--- src/rtl/noc_output_port.sv ---
// Per-direction output stage of the 5-port mesh router: registers the granted
// flit, tracks downstream credits and rotates the round-robin turn vector.
module noc_output_port #(
  parameter int DATA_W  = 8,
  parameter int CREDITS = 4,
  parameter int CNT_W   = 3
) (
  input  logic              clk,
  input  logic              rst,
  input  logic [5*DATA_W-1:0] in_data_i,
  input  logic [4:0]        req_i,
  input  logic [2:0]        port_select_i,
  input  logic              port_enable_i,
  input  logic              credit_inc_i,
  output logic              port_full_o,
  output logic [4:0]        turn_o,
  output logic [DATA_W-1:0] data_o,
  output logic              valid_o,
  output logic              err_o
);

  // Handshake: a flit moves when port_enable_i is high at a rising edge and
  // the grant is legal (not full, source in range, source owns the turn);
  // valid_o then pulses for exactly one cycle with data_o holding the flit.

  localparam logic [CNT_W-1:0] CRED_MAX = CNT_W'(CREDITS);
  localparam logic [4:0]       TURN_N   = 5'b10000;

  logic [CNT_W-1:0]  credits;
  logic [4:0]        turn_next;
  logic [2:0]        owner;
  logic              owner_req;
  logic              sel_ok;
  logic              legal;
  logic              illegal_en;
  logic              inc_sat;
  logic [DATA_W-1:0] sel_flit;

  // turn state register
  always_ff @(posedge clk) begin
    if (rst) turn_o <= TURN_N;
    else     turn_o <= turn_next;
  end

  // turn next-state: advance on a grant or when the owner is idle
  always_comb begin
    turn_next = turn_o;
    if (legal || !owner_req) turn_next = {turn_o[0], turn_o[4:1]};
  end

  // turn outputs: owner index and its request bit (turn bit 4-k belongs to input k)
  always_comb begin
    owner = 3'd0;
    for (int k = 0; k < 5; k++) begin
      if (turn_o[4-k]) owner = 3'(k);
    end
  end
  assign owner_req = |(turn_o & {req_i[0], req_i[1], req_i[2], req_i[3], req_i[4]});

  always_comb begin
    sel_flit = '0;
    case (port_select_i)
      3'd0:    sel_flit = in_data_i[0*DATA_W +: DATA_W];
      3'd1:    sel_flit = in_data_i[1*DATA_W +: DATA_W];
      3'd2:    sel_flit = in_data_i[2*DATA_W +: DATA_W];
      3'd3:    sel_flit = in_data_i[3*DATA_W +: DATA_W];
      3'd4:    sel_flit = in_data_i[4*DATA_W +: DATA_W];
      default: sel_flit = '0;
    endcase
  end

  assign port_full_o = (credits == '0);
  assign sel_ok      = (port_select_i <= 3'd4) && (port_select_i == owner);
  assign legal       = port_enable_i && !port_full_o && sel_ok;
  assign illegal_en  = port_enable_i && !legal;
  assign inc_sat     = credit_inc_i && !legal && (credits == CRED_MAX);

  always_ff @(posedge clk) begin
    if (rst) begin
      data_o  <= '0;
      valid_o <= 1'b0;
      credits <= CRED_MAX;
      err_o   <= 1'b0;
    end else begin
      valid_o <= legal;
      if (legal) data_o <= sel_flit;
      // grant and return in the same cycle cancel out
      if (legal && !credit_inc_i)                  credits <= credits - CNT_W'(1);
      else if (credit_inc_i && !legal && !inc_sat) credits <= credits + CNT_W'(1);
      if (illegal_en || inc_sat) err_o <= 1'b1;
    end
  end

  always_ff @(posedge clk) begin
    if (!rst) assert ($onehot(turn_o));
  end

endmodule

--- config.mk ---
export PLATFORM = sky130hd
export DESIGN_NAME = noc_output_port
export DESIGN_NICKNAME = d
export VERILOG_FILES = /design/src/rtl/noc_output_port.sv
export SDC_FILE = /design/constraint.sdc
export NUM_CORES = 1
export LEC_CHECK = 0
export BUFFER_PORTS_ARGS = -buffer_cell sky130_fd_sc_hd__buf_2
export CAP_MARGIN = 25
export CORE_UTILIZATION = 49
export CTS_BUF_LIST = sky130_fd_sc_hd__clkbuf_8
export DETAILED_ROUTE_END_ITERATION = 10
export GPL_TIMING_DRIVEN = 0
export PLACE_DENSITY_LB_ADDON = 0.05
export REMOVE_ABC_BUFFERS = 1
export SKIP_CTS_REPAIR_TIMING = 1
export SLEW_MARGIN = 20
export SYNTH_ARGS = -nofsm -noshare
export SYNTH_HDL_FRONTEND = slang
export SYNTH_SLANG_ARGS = --single-unit
--- constraint.sdc ---
create_clock -name clk -period 5.32 [get_ports clk]
set_input_delay 1.064 -clock clk [delete_from_list [all_inputs] [get_ports clk]]
set_output_delay 1.064 -clock clk [all_outputs]
set_load 0.05 [all_outputs]
## After elaboration in Yosys (flattened, before gate mapping)

Cells that the tools add are included.

| word-level totals | value |
|---|---|
| register bits after elaboration | 18 |
| input port bits | 52 |
| output and inout bits | 16 |

| operators by class | value |
|---|---|
| add/subtract/negate cells | 2 |
| $lt $le $gt $ge | 1 |
| equality and inequality tests | 6 |
| mux-type cells | 7 |
| bitwise logic cells | 1 |
| reductions and logical operators | 19 |

Operators by type and width:

| kind | number |
|---|---|
| $pmux W8 S5 | 1 |
| $mux W3 | 5 |
| $logic_and A1 B1 Y1 | 8 |
| $eq A3 B2 Y1 const B | 2 |
| $eq A3 B3 Y1 const B | 2 |
| $logic_not A3 Y1 | 2 |
| $and A5 B5 Y5 | 1 |
| $logic_not A1 Y1 | 5 |
| $reduce_or A5 Y1 | 1 |
| $add A3 B1 Y3 const B | 1 |
| $eq A3 B1 Y1 const B | 1 |
| $eq A3 B3 Y1 | 1 |
| $le A3 B3 Y1 const B | 1 |
| $sub A3 B1 Y3 const B | 1 |
| $logic_or A1 B1 Y1 | 2 |
| $reduce_bool A2 Y1 | 1 |
| $mux W1 | 1 |

## Logic depth before layout (Yosys ltp)

| depth | value |
|---|---|
| word-level depth | 14 |
| gate-level depth with buffers | 11 |
| mapped depth without buffers | 9 |

## Least setup slack after synthesis

No wires, ideal clock.

| path | value |
|---|---|
| path kind | input port to flip-flop |
| from | input port_select_i[0] |
| to | register credits[1] |
| arrival time | 3.313 ns |
| path slack | 1.912 ns |
| cell stages on the path | 10 |
| path buffers | 2 |
| path through | clkbuf_1 > nor3b_1 > a21oi_1 > nor4b_4 > nand2_4 > buf_2 > or2_1 > fa_1 > mux2_4 > o311ai_1 |

| on the way | value |
|---|---|
| longest elaborated chain between the ends | 9 |

Ends and longest elaborated chain:

| item | line | text |
|---|---|---|
| start, declared | 12 | `input logic [2:0] port_select_i,` |
| $le A3 B3 Y1 or $eq A3 B3 Y1 (tied branches) | 73 | `assign sel_ok = (port_select_i <= 3'd4) && (port_select_i == owner);` |
| $logic_and A1 B1 Y1 * | 73 |  |
| $logic_and A1 B1 Y1 * | 74 | `assign legal = port_enable_i && !port_full_o && sel_ok;` |
| $logic_not A1 Y1 | 76, 89 |  |
| $logic_and A1 B1 Y1 | 76, 89 |  |
| $logic_and A1 B1 Y1 | 76 | `assign inc_sat = credit_inc_i && !legal && (credits == CRED_MAX);` |
| $logic_not A1 Y1 | 89 | `else if (credit_inc_i && !legal && !inc_sat) credits <= credits + CNT_W'(1);` |
| $logic_and A1 B1 Y1 | 89 |  |
| $reduce_bool A2 Y1 (no line) | -- |  |
| end signal, assigned | 88 | `if (legal && !credit_inc_i) credits <= credits - CNT_W'(1);` |
| end signal, assigned | 89 |  |
| end, declared | 29 | `logic [CNT_W-1:0] credits;` |

Mark *: on every way between the ends. The rest lies on a longest branch, timed or not.
A chain may end at the register's enable or synchronous reset.

## Worst setup path after layout

| path | value |
|---|---|
| from | input port_select_i[1] |
| to | register credits[1] |

The elaborated chain is that of the path after synthesis.

==> reports/results.ini <==
[drt]
wl_met2_um = 1550
drtIter0Drc = 25
wl_um = 3020
ant_nets = 0
vias = 1274
drt-met1-wl_um = 1240
met3_length_um = 207
routedWlPerCell_um = 13.5
drc = 0
first_pass_iters = 5
vias_per_cell = 5.69
top_layer = met4

[logic_synthesis]
synth_cells = 135
synth.distinct_cells = 36
synth_seq_cells = 18
syn_area_um2 = 1190
ys.flop_type = dfxtp_1
synth_area_leader_cell = dfxtp_1
synth_seq_area_share = 0.303
synth_edf_count = 0
async_flop_share = 0
avgSynthCellArea_um2 = 8.80
synth.area.top_cells = dfxtp_1 (30%), mux2i_1 (13%), a22oi_1 (7.6%), mux2_2 (6.6%), nor2_1 (6.3%)
ys_warn_count = 0
netlist.area_leader.share = 0.303

[floorplanning]
initial_core_util = 0.527
dieHeight_um = 51.2
dieArea_um2 = 2620
num_io_pins = 68
rows = 17
coreArea_um2 = 2250
die_x_um = 51.2

[grt]
grt_usage = 0.236
grt_max_degree = 23
antenna_found_initial = 0
overflow = 0
grt_pass1_wl_um = 4650
grt_pass1_vias = 1149

[clock_network]
cts.sinks = 18
numCtsBuffers = 3
h-tree-depth = 1
clk_latency_ns = 0.25
cts_root_buf = clkbuf_8
cts.path.max_buffers = 2
cts_tree = yes
clkTransAtPathRegs_ns = 0.07

[setup_path]
worstSetupPathDepth = 9
start_kind = input pin
cp.buffers_inverters = 1
cp_max_fo = 22
path_class = input pin to flop
path_cells = buf_2 -> nor3b_1 -> a21oi_1 -> nor4b_4 -> nand2_4 -> or2_1 -> fa_1 -> mux2_4 -> o311ai_1
slowest_delay_ns = 0.46
crit_path_end_kind = flop
crit_required_ns = 5.47
path_delay_family = simple AND/OR/NAND/NOR gates
cp_data_arrival_time_ns = 3.51
worstRegToRegCells = 8
cp_slowest_cell = fa_1

[sta]
timing.hold.ws_ns = 0.476
post-route-period-util = 0.631
setup_viol = 0
min_period_ns = 3.36
clock.fmax_mhz = 298
setup_tns_ns = 0
slew-limit-headroom = 0.660
clock_skew_ns = 0.00147
slew_viol_final = 0
hold_viol_final = 0
grt_setup_unrepaired = false
tightest_slew_ns = 0.508

[hold_path]
min_path_type = flop to flop
hold_path_depth = 2

[outcome]
outcome = complete, no violations

[power]
power_switching_uw = 130
switching_share = 0.332
p_leak_uw = 0.000800
intPower_uw = 263
vdd_ir_drop_max_uv = 139
seqPwrFrac = 0.384
power.density_nw_per_um2 = 250
power_frac_comb = 0.330
clkPwrFrac = 0.286
total_power_uw = 393

[run]
maxCapViolCount = 0

[placement]
dpl_cell_area_um2 = 1520
place_hpwl_um = 2250
gp_congestion = 0.759
portBuffers = 67

[finish]
syn_to_final_growth_pct = 32.6
drive_gt1_frac = 0.423
final_core_util = 0.698
num-fill-cells = 198
finalInstanceArea_um2 = 1570
fin_nets = 250
diodes = 0

[power by group through the flow]
stage	Clock, uW	Combinational (uW)	Sequential (uW)
finish	113	130	151
global route	120	141	152
CTS	115	130	151
detailed placement	0	130	154
global placement	0	127	154
floorplan	0	63.9	177
[cells in the final DEF (no fill, tap or decap), drive strengths merged]
master	synthesis	final
a211o	1	1
a21o	1	1
a21oi	3	3
a221oi	1	1
a222oi	1	1
a22oi	12	12
a31oi	3	3
and3	2	2
buf	3	67
clkbuf	7	4
dfxtp	18	18
fa	1	1
inv	4	4
mux2	8	8
mux2i	16	16
nand2	4	4
nand3	2	2
nor2	20	20
nor2b	5	5
nor3	1	1
nor3b	4	4
nor4b	1	1
o21a	1	1
o21ai	1	1
o21bai	2	2
o22ai	7	7
o311ai	1	1
or2	1	1
or4b	1	1
xnor2	2	2
xor2	1	1
[metrics by stage]
| stage | std cells | setup slack, ns |
|---|---|---|
| 2_1_floorplan | 125 | 2.17 |
| 3_3_place_gp | 220 | 1.81 |
| 3_5_place_dp | 220 | 1.73 |
| 4_1_cts | 224 | 1.97 |
| 5_1_grt | 224 | 1.76 |
| 6_report | 224 | 1.96 |
[logic make-up (layout without fill, tap and decap cells)]
family | after synthesis | in the layout | share of synthesized area
AND/OR/NAND/NOR | 41 | 41 | 0.191
AO/OA/AOI/OAI | 34 | 34 | 0.208
multiplexers | 24 | 24 | 0.214
flip-flops | 18 | 18 | 0.303
buffers and inverters | 14 | 75 | 0.0453
XOR/XNOR | 3 | 3 | 0.0221
adder cells (fa/ha/maj) | 1 | 1 | 0.0169
[cells in the mapped netlist (2+ instances only)]
library cell	instances
clkbuf_1	7
nand2_1	3
dfxtp_1	18
xnor2_1	2
a22oi_1	12
mux2_2	7
a21oi_1	2
buf_1	2
nor2_1	20
and3_1	2
inv_1	4
mux2i_1	16
nand3_1	2
o22ai_1	7
a31oi_1	3
nor2b_1	5
nor3b_1	4
[registers in the layout, indices dropped and copies added, names as in the netlist]
register and flops:
valid_o 1, err_o 1, credits 3, data_o 8, turn_o 5
[layout make-up]
| class | count | area, um2 | area share |
|---|---|---|---|
| Multi-Input combinational cell | 103 | 773 | 0.491 |
| Sequential cell | 18 | 360 | 0.229 |
| Timing Repair Buffer | 67 | 335 | 0.213 |
| Clock buffer | 4 | 55.1 | 0.0350 |
| Tap cell | 28 | 35.0 | 0.0223 |
| Inverter | 4 | 15.0 | 0.00954 |
[routing by layer]
metal  global-route usage  up-vias
met5                    0        -
met4               0.0811        0
met3               0.0446        2
met2                0.425       59
met1                0.275      593
li1                     -      620
[worst reg2reg max path: stages (launching register included)]
cell and delay [ns]:
dfxtp_1 0.38, o21bai_2 0.22, xnor2_1 0.16, nor4b_4 0.38, nand2_4 0.24, or2_1 0.29
fa_1 0.46, mux2_4 0.28, o311ai_1 0.24
[worst paths after layout]
| kind | startpoint | to | slack [ns] |
|---|---|---|---|
| min | err_o | err_o | 0.48 |
| min reg2reg | err_o | err_o | 0.48 |
| max reg2reg | turn_o[0] | credits[1] | 2.57 |
| max | port_select_i[1] | credits[1] | 1.96 |
Note: power is estimated with default switching activity, not from simulation.
